<file path="config.mk">
export PLATFORM = sky130hd
export DESIGN_NAME = sense_uart_bridge_flat
export DESIGN_NICKNAME = d
export VERILOG_FILES = /design/src/rtl/sense_uart_bridge_if.sv /design/src/rtl/sense_uart_bridge.sv /design/src/flat_wrapper.sv
export SDC_FILE = /design/constraint.sdc
export NUM_CORES = 1
export LEC_CHECK = 0
export ABC_CLOCK_PERIOD_IN_PS = 2900
export CORE_UTILIZATION = 55
export CTS_CLUSTER_SIZE = 20
export DETAILED_ROUTE_END_ITERATION = 10
export PLACE_DENSITY_LB_ADDON = 0.05
export REMOVE_ABC_BUFFERS = 1
export SYNTH_ARGS = -nofsm -noshare
export SYNTH_HDL_FRONTEND = slang
export SYNTH_SLANG_ARGS = --single-unit
</file>
<file path="constraint.sdc">
create_clock -name i_clk -period 2.9 [get_ports i_clk]
set_input_delay 0.58 -clock i_clk [delete_from_list [all_inputs] [get_ports i_clk]]
set_output_delay 0.58 -clock i_clk [all_outputs]
set_load 0.1 [all_outputs]
</file>
<file path="src/rtl/sense_uart_bridge_if.sv">
// Bus bundle between the UART/sensor side and sense_uart_bridge.
//   rx_ready/rx_data       : received byte strobe and data (master -> bridge)
//   tx_ready               : transmitter idle (master -> bridge)
//   tx_data/tx_enable      : byte to send and one-cycle launch pulse (bridge -> master)
//   sensor_data            : N_CH packed samples of W bits, channel c at [c*W +: W]
//   led_out/busy/err       : LED drive, non-idle flag, error pulse (bridge -> master)
interface sense_uart_bridge_if #(
    parameter int unsigned N_CH = 4,
    parameter int unsigned W    = 12
);
    logic                rx_ready;
    logic [7:0]          rx_data;
    logic                tx_ready;
    logic [7:0]          tx_data;
    logic                tx_enable;
    logic [N_CH*W-1:0]   sensor_data;
    logic [7:0]          led_out;
    logic                busy;
    logic                err;

    modport master (
        output rx_ready, rx_data, tx_ready, sensor_data,
        input  tx_data, tx_enable, led_out, busy, err
    );

    modport slave (
        input  rx_ready, rx_data, tx_ready, sensor_data,
        output tx_data, tx_enable, led_out, busy, err
    );
endinterface

</file>
<file path="src/rtl/sense_uart_bridge.sv">
// UART command front-end for sensor readout with LED heartbeat.
// Decodes command bytes (READ / STATUS / SET_LED), snapshots a sensor channel and
// serialises the reply through a ready/enable transmitter handshake.
// Ports:
//   i_clk   : system clock, rising edge
//   i_rst_n : asynchronous active-low reset
//   io_bus  : sense_uart_bridge_if slave modport (rx, tx, sensors, LEDs, busy, err)
module sense_uart_bridge #(
    parameter int unsigned N_CH      = 4,
    parameter int unsigned W         = 12,
    parameter int unsigned HB_PERIOD = 6000000,
    parameter int unsigned LED_MODE  = 0
) (
    input  logic                i_clk,
    input  logic                i_rst_n,
    sense_uart_bridge_if.slave  io_bus
);

    localparam int unsigned NB  = (W + 7) / 8;
    localparam int unsigned HBW = $clog2(HB_PERIOD);

    typedef enum logic [2:0] {
        StIdle,
        StArg,
        StLoad,
        StSend,
        StWaitLo,
        StWaitHi
    } state_e;

    state_e         r_state;
    state_e         w_next_state;
    logic [7:0]     r_cmd;
    logic [6:0]     r_pattern;
    logic [6:0]     r_last_top;
    logic           r_overrun;
    logic [2:0]     r_count;
    logic [39:0]    r_shift;
    logic [HBW-1:0] r_hb_cnt;
    logic           r_hb;

    logic [W-1:0]   w_sample;
    logic [6:0]     w_sample_top;
    logic [31:0]    w_data_aligned;
    logic           w_ch_valid;
    logic           w_read_ok;
    logic           w_bad;
    logic           w_drop;
    logic [39:0]    w_reply;
    logic [2:0]     w_reply_len;

    // Channel mux built as a loop so an out-of-range argument never indexes past the bus.
    always_comb begin
        w_sample = '0;
        for (int c = 0; c < N_CH; c++) begin
            if (r_cmd[5:0] == 6'(c)) begin
                w_sample = io_bus.sensor_data[c*W +: W];
            end
        end
    end

    generate
        if (W >= 7) begin : g_top
            assign w_sample_top = w_sample[W-1 -: 7];
        end else begin : g_pad
            assign w_sample_top = 7'(w_sample);
        end
    endgenerate

    // Left-align the zero-extended sample so its top reply byte sits at [31:24].
    assign w_data_aligned = 32'(w_sample) << (8 * (4 - NB));
    assign w_ch_valid     = 32'(r_cmd[5:0]) < N_CH;
    assign w_read_ok      = (r_cmd[7:6] == 2'b00) && w_ch_valid;

    always_comb begin
        w_reply     = '0;
        w_reply_len = 3'd1;
        w_bad       = 1'b0;
        unique case (r_cmd[7:6])
            2'b00: begin
                if (w_ch_valid) begin
                    w_reply[39:32] = {2'b10, r_cmd[5:0]};
                    w_reply[31:0]  = w_data_aligned;
                    w_reply_len    = 3'(NB + 1);
                end else begin
                    w_reply[39:32] = 8'hEE;
                    w_bad          = 1'b1;
                end
            end
            2'b01: w_reply[39:32] = {r_overrun, 1'b0, 6'(N_CH)};
            2'b10: w_reply[39:32] = 8'hAA;
            2'b11: begin
                w_reply[39:32] = 8'hEE;
                w_bad          = 1'b1;
            end
            default: w_reply = '0;
        endcase
    end

    // A byte arriving while a reply is in flight cannot be queued.
    assign w_drop = io_bus.rx_ready && (r_state inside {StLoad, StSend, StWaitLo, StWaitHi});

    always_comb begin
        w_next_state = r_state;
        unique case (r_state)
            StIdle: begin
                if (io_bus.rx_ready) begin
                    w_next_state = (io_bus.rx_data[7:6] == 2'b10) ? StArg : StLoad;
                end
            end
            StArg:    if (io_bus.rx_ready) w_next_state = StLoad;
            StLoad:   w_next_state = StSend;
            StSend:   if (io_bus.tx_ready) w_next_state = StWaitLo;
            StWaitLo: if (!io_bus.tx_ready) w_next_state = StWaitHi;
            StWaitHi: begin
                if (io_bus.tx_ready) begin
                    w_next_state = (r_count == 3'd1) ? StIdle : StSend;
                end
            end
            default:  w_next_state = StIdle;
        endcase
    end

    always_ff @(posedge i_clk or negedge i_rst_n) begin
        if (!i_rst_n) begin
            r_state    <= StIdle;
            r_cmd      <= '0;
            r_pattern  <= '0;
            r_last_top <= '0;
            r_overrun  <= 1'b0;
            r_count    <= '0;
            r_shift    <= '0;
        end else begin
            r_state <= w_next_state;
            if (r_state == StIdle && io_bus.rx_ready) begin
                r_cmd <= io_bus.rx_data;
            end
            if (r_state == StArg && io_bus.rx_ready) begin
                r_pattern <= io_bus.rx_data[7:1];
            end
            if (r_state == StLoad) begin
                r_shift <= w_reply;
                r_count <= w_reply_len;
                if (w_read_ok) begin
                    r_last_top <= w_sample_top;
                end
            end else if (r_state == StWaitHi && io_bus.tx_ready) begin
                r_count <= r_count - 3'd1;
                // Keep the last byte on tx_data once the reply is done.
                if (r_count != 3'd1) begin
                    r_shift <= {r_shift[31:0], 8'h00};
                end
            end
            // Set has priority over the STATUS clear.
            if (w_drop) begin
                r_overrun <= 1'b1;
            end else if (r_state == StLoad && r_cmd[7:6] == 2'b01) begin
                r_overrun <= 1'b0;
            end
        end
    end

    always_ff @(posedge i_clk or negedge i_rst_n) begin
        if (!i_rst_n) begin
            r_hb_cnt <= '0;
            r_hb     <= 1'b0;
        end else if (r_hb_cnt == HBW'(HB_PERIOD - 1)) begin
            r_hb_cnt <= '0;
            r_hb     <= ~r_hb;
        end else begin
            r_hb_cnt <= r_hb_cnt + HBW'(1);
        end
    end

    assign io_bus.tx_data   = r_shift[39:32];
    assign io_bus.tx_enable = (r_state == StSend) && io_bus.tx_ready;
    assign io_bus.busy      = (r_state != StIdle);
    assign io_bus.err       = w_drop || ((r_state == StLoad) && w_bad);
    assign io_bus.led_out   = {(LED_MODE == 1) ? r_last_top : r_pattern, r_hb};

endmodule

</file>
<file path="src/flat_wrapper.sv">
// flat-port wrapper written by rule: the top's interface ports become plain ports
module sense_uart_bridge_flat 
#(
    parameter int unsigned N_CH      = 4,
    parameter int unsigned W         = 12,
    parameter int unsigned HB_PERIOD = 6000000,
    parameter int unsigned LED_MODE  = 0
)
  (i_clk, i_rst_n, io_bus_rx_ready, io_bus_rx_data, io_bus_tx_ready, io_bus_sensor_data, io_bus_tx_data, io_bus_tx_enable, io_bus_led_out, io_bus_busy, io_bus_err);
  sense_uart_bridge_if #(.N_CH(N_CH), .W(W)) io_bus_i ();
  input  logic i_clk;
  input  logic i_rst_n;
  input wire logic [$bits(io_bus_i.rx_ready)-1:0] io_bus_rx_ready;
  input wire logic [$bits(io_bus_i.rx_data)-1:0] io_bus_rx_data;
  input wire logic [$bits(io_bus_i.tx_ready)-1:0] io_bus_tx_ready;
  input wire logic [$bits(io_bus_i.sensor_data)-1:0] io_bus_sensor_data;
  output wire logic [$bits(io_bus_i.tx_data)-1:0] io_bus_tx_data;
  output wire logic [$bits(io_bus_i.tx_enable)-1:0] io_bus_tx_enable;
  output wire logic [$bits(io_bus_i.led_out)-1:0] io_bus_led_out;
  output wire logic [$bits(io_bus_i.busy)-1:0] io_bus_busy;
  output wire logic [$bits(io_bus_i.err)-1:0] io_bus_err;
  assign io_bus_i.rx_ready = io_bus_rx_ready;
  assign io_bus_i.rx_data = io_bus_rx_data;
  assign io_bus_i.tx_ready = io_bus_tx_ready;
  assign io_bus_i.sensor_data = io_bus_sensor_data;
  assign io_bus_tx_data = io_bus_i.tx_data;
  assign io_bus_tx_enable = io_bus_i.tx_enable;
  assign io_bus_led_out = io_bus_i.led_out;
  assign io_bus_busy = io_bus_i.busy;
  assign io_bus_err = io_bus_i.err;
  sense_uart_bridge #(.N_CH(N_CH), .W(W), .HB_PERIOD(HB_PERIOD), .LED_MODE(LED_MODE)) u_core (.i_clk(i_clk), .i_rst_n(i_rst_n), .io_bus(io_bus_i));
endmodule
</file>
# ---- After elaboration in Yosys (flattened, before gate mapping)
# Index checks and enable logic that the tools add are counted.
dict set report totals {
  register_bits 86
  output_inout_bits 19
  wordCells 78
}
dict set report op_classes {
  n_addsub 2
  order_cmp 1
  n_eq_ne 20
  muxes 28
  bitwise 1
  n_reduce_logical 18
}
# op n
set ops {}
lappend ops {{$mux 40} 3}
lappend ops {{$mux 28} 2}
lappend ops {{$mux 12} 4}
lappend ops {{$pmux 8 s4} 1}
lappend ops {{$mux 3} 8}
lappend ops {{$add 23x1->23 const B} 1}
lappend ops {{$eq 23x23->1 const B} 1}
lappend ops {{$mux 23} 1}
lappend ops {{$pmux 3 s6} 1}
lappend ops {{$eq 6x2->1 const B} 2}
lappend ops {{$ne 2x2->1 const B} 5}
lappend ops {{$logic_and 1x1->1} 7}
lappend ops {{$mux 7} 1}
lappend ops {{$eq 2x2->1 const B} 3}
lappend ops {{$eq 3x1->1 const B} 2}
lappend ops {{$eq 3x2->1 const B} 2}
lappend ops {{$eq 3x3->1 const B} 2}
lappend ops {{$eq 6x1->1 const B} 1}
lappend ops {{$logic_not 6->1} 1}
lappend ops {{$lt 6x3->1 const B} 1}
lappend ops {{$mux 2} 3}
lappend ops {{$reduce_bool 2->1} 3}
lappend ops {{$reduce_and 5->1} 1}
lappend ops {{$reduce_bool 4->1} 1}
lappend ops {{other kinds (11)} 13}

# ---- Longest topological paths before layout
dict set report logic_depth {
  word_depth 8
  ltp_mapped 7
  mapped_depth_nobuf 6
}

# ---- Worst setup path before layout
# No wires, ideal clock.
dict set report synth_timing {
  kind {register to output}
  startpoint {reg u_core.r_state[0]}
  endpoint {out io_bus_err}
  arrival_ps 3275
  setup_slack_ps -955
  path_stages_with_launch 5
  path_buffers 1
  path_cell_list {dfrtp_1 nand2b_1 or2_1 clkbuf_1 o31ai_1}
}
dict set report synth_between {
  elab_chain_cells 4
  word_cells_on_any_way 8
}
# element line
set synth_rtl {}
lappend synth_rtl {{start, declared} sense_uart_bridge.sv:31} ;# state_e r_state;
lappend synth_rtl {{start signal, assigned} sense_uart_bridge.sv:126} ;# r_state <= StIdle;
lappend synth_rtl {{start signal, assigned} sense_uart_bridge.sv:134} ;# r_state <= w_next_state;
lappend synth_rtl {{$eq 3x2->1, or another cell as far along} {sense_uart_bridge.sv:101, sense_uart_bridge.sv:178}}
lappend synth_rtl {{$reduce_bool 4->1} sense_uart_bridge.sv:101} ;# assign w_drop = io_bus.rx_ready && (r_state inside {StLoad, StSend, StWaitLo, StWaitHi});
lappend synth_rtl {{$logic_and 1x1->1} sense_uart_bridge.sv:101}
lappend synth_rtl {{$logic_or 1x1->1 *} sense_uart_bridge.sv:178} ;# assign io_bus.err = w_drop || ((r_state == StLoad) && w_bad);
lappend synth_rtl {{end, declared} flat_wrapper.sv:21} ;# output wire logic [$bits(io_bus_i.err)-1:0] io_bus_err;
# Mark *: on every way between the ends. The rest lies on a longest branch, timed or not.

# ---- Worst setup path after layout
# Same ends and word-level chain as after synthesis.

==> impl_metrics.toml <==
[status]
status = "complete, but fails checks"
violations = "DRC"

[sta]
hold_ws_ns = 0.273
period_share_pct = 89.2
final-hold-violation-count = 0
finClkSkew_ns = 0.0111
period_needed_ns = 2.59
setup_tns_ns = 0
tightestPinTransition_ns = 0.720
finalMaxSlewViolations = 0
fmax_mhz = 387
slew_headroom_pct = 52.0
rsz0062_at_grt = "false"
finalSetupViolCount = 0

[pwr]
seqPwrFrac_pct = 31.1
power_leakage_nw = 2.09
total_power_mw = 4.51
combPwrFrac_pct = 52.0
p_per_area_nw_per_um2 = 953
clock_power_share_pct = 16.9
switchingPower_mw = 2.11
switching_share_pct = 46.8
p_int_mw = 2.40
ir_worst_vdd_uv = 1060

[worst_setup_path]
crit_arrival_ns = 2.01
crit-reg2reg-launch = "u_core.r_state[1]$_DFFE_PN0P_"
r2r_cells = 6
r2r_setup_slack_ns = 0.92
crit_fanout = 11
r2r_end = "u_core.r_shift[26]$_DFFE_PN0P_"
critPathLaunchType = "register"
criticalPathCategory = "reg -> out"
cp-startpoint = "u_core.r_state[0]$_DFFE_PN0P_"
required_ns = 2.32
critPathCaptureType = "output pin"

[detailed_routing]
totalWireLength_um = 8560
vias_per_cell = 5.83
drt_iter0_drc = 184
ant_nets = 0
via_count = 3048
dr.pass1.iters = 8
route.detailed.drc = 2
avgRoutedWirePerCell_um = 16.4

[final_layout]
area_delta_synth_final_pct = 25.1
instances_no_fill = 523
drive_gt1_share_pct = 15.0
post-route-util_pct = 72.9
layout.nets = 509
diodes = 0

[global_route]
first_global_vias = 3067
grt_busiest_layer = "met2"
grtUsageMet3_pct = 5.25
grt_usage_pct = 26.0
grt_pass1_wl_um = 14600
use_met2_pct = 42.3
grt_max_degree = 36
grt_overflow_total = 0
antenna_found_initial = 0
met1_usage_pct = 35.1

[synth]
synth-edff-count = 0
yosys-top-cells-area = "dfrtp_1 (46%), mux2_2 (5.1%), mux2i_1 (4.2%), nand2_1 (3.2%), a21oi_1 (3.0%)"
syn-cell-area_um2 = 3780
synth_cells = 371
synth.top_cell.area_share_pct = 46.3
yosys_warnings = 0
synth_ff_type = "dfrtp_1"
synthArstFlopShare_pct = 100
synth_top_area_cell = "dfrtp_1"
ys_seq_area_share_pct = 46.3
yosys_register_bits = 70
synth_area_per_cell_um2 = 10.2
synth.distinct_cells = 53

[clock_network]
h-tree-depth = 3
path_clk_slew_ns = 0.07
postCtsSetupBuffers = 0
cts_root_buffer = "clkbuf_8"
cts.sink_count = 70
holdBufCountCts = 0
postCtsResizedCells = 0
clock_latency_ns = 0.36
cts_buffers = 9
cts_tree = "yes"
cts_buffer_depth = 2

[floorplan]
rows = 29
dieWidth_um = 84.9
ios = 79
core_area_um2 = 6490
initial_core_util_pct = 58.3
dieArea_um2 = 7210
die_h_um = 84.9

[placement]
io_buffers = 78
dp_hpwl_um = 6180
gp_congestion = 0.804
dp.cells = 507

[flow_run]
maxCapViolations = 0

[worst_hold_path]
hold_path_class = "in -> async"
## power groups by stage
stage	logic [mW]	registers, mW	clock network, mW
global placement	2.30	1.41	0
detailed placement	2.34	1.41	0
finish	2.35	1.40	0.760
CTS	2.36	1.40	0.769
global route	2.51	1.43	0.801
floorplan	0.942	2.15	0
## layout make-up
type	instances	area [um2]
Tap cell	77	96.3
Clock buffer	12	135
Sequential cell	70	1750
Inverter	8	30.0
Multi-Input combinational cell	264	1840
Fill cell	486	1760
Timing Repair Buffer	88	828
Clock inverter	4	47.5
## worst max-delay path by stage
stage / endpoint / slack [ns]
6_report: io_bus_err / 0.31
4_1_cts: io_bus_err / 0.31
2_1_floorplan: io_bus_err / -1.00
3_3_place_gp: u_core.r_shift[24]$_DFFE_PN0P_ / 0.54
5_1_grt: io_bus_err / 0.24
3_5_place_dp: u_core.r_shift[25]$_DFFE_PN0P_ / 0.48
## cells in the final DEF (no fill, tap or decap), types with 3 or more instances in the layout
cell type        count
a21oi_1             23
o211ai_1             6
nor2b_1             10
o22ai_1              3
clkdlybuf4s50_1     58
dfrtp_1             70
or2_1                4
mux2i_1             16
nand3_1             12
xor2_1              12
nand2b_1             6
nor2_1              19
nand4_1              6
and2_1               3
mux2_2              17
clkbuf_8             9
o21ai_1              4
a211oi_1             9
o21ai_0              8
a2bb2oi_1            4
and3_1               6
buf_4               27
inv_1                8
xnor2_1              6
nand2_1             32
and4b_1              3
or3_1                3
ha_1                 8
a31oi_1              4
clkbuf_1             3
a22o_1               8
a41oi_1              3
## state kept, by name (all words and copies together), names as in the netlist
| register | flops |
|---|---|
| u_core.r_cmd | 8 |
| u_core.r_count | 3 |
| u_core.r_hb | 1 |
| u_core.r_hb_cnt | 23 |
| u_core.r_overrun | 1 |
| u_core.r_pattern | 7 |
| u_core.r_shift | 24 |
| u_core.r_state | 3 |
## worst max-delay path, stage by stage (launching register included)
cell	delay, ns
dfrtp_1	0.37
nand2b_1	0.19
or2_1	0.38
o31ai_1	0.48
buf_12	0.24
## stage by stage
step / setup WS (ns) / cell area [um2]
after CTS: 0.307 / 4730
after global routing: 0.237 / 4730
final: 0.313 / 4730
after global placement: 0.537 / 4550
after detailed placement: 0.476 / 4550
after floorplan: -1.00 / 3620
## logic make-up (layout without fill, tap and decap cells)
kind of cell,count (synthesis),count (layout),synth area share (%)
and+or+nand+nor,121,121,17.6
AOI/OAI and AO/OA,83,83,14.7
adders and majority gates,8,8,2.65
DFF,70,70,46.3
xor gates and xnor gates,18,18,4.17
buffers and inverters,37,112,4.99
muxes,34,34,9.59
## Yosys cell counts (2+ instances only)
cell	instances
a211oi_1	9
a21oi_1	23
a221oi_1	2
a22o_1	8
a2bb2oi_1	4
a311oi_1	2
a31oi_1	4
a41oi_1	3
and2_1	3
and3_1	6
and4b_1	3
buf_2	6
buf_4	11
clkbuf_1	11
dfrtp_1	70
ha_1	8
inv_1	8
mux2_2	17
mux2i_1	16
nand2_1	32
nand2b_1	6
nand3_1	12
nand4_1	6
nor2_1	19
nor2_2	2
nor2b_1	10
nor3_1	2
nor4_1	2
nor4_2	2
nor4b_1	2
o211ai_1	6
o21ai_0	8
o21ai_1	4
o22ai_1	3
o31ai_1	2
or2_1	4
or3_1	3
xnor2_1	6
xor2_1	12
## metal layers
layer	share of wire [%]	wire length [um]	up-vias
li1	-	-	1469
met2	48	4080	78
met4	1.3	114	0
met5	0	0	-
met3	4.8	414	10
met1	46	3950	1491
Note: power is estimated with default switching activity, not from simulation.
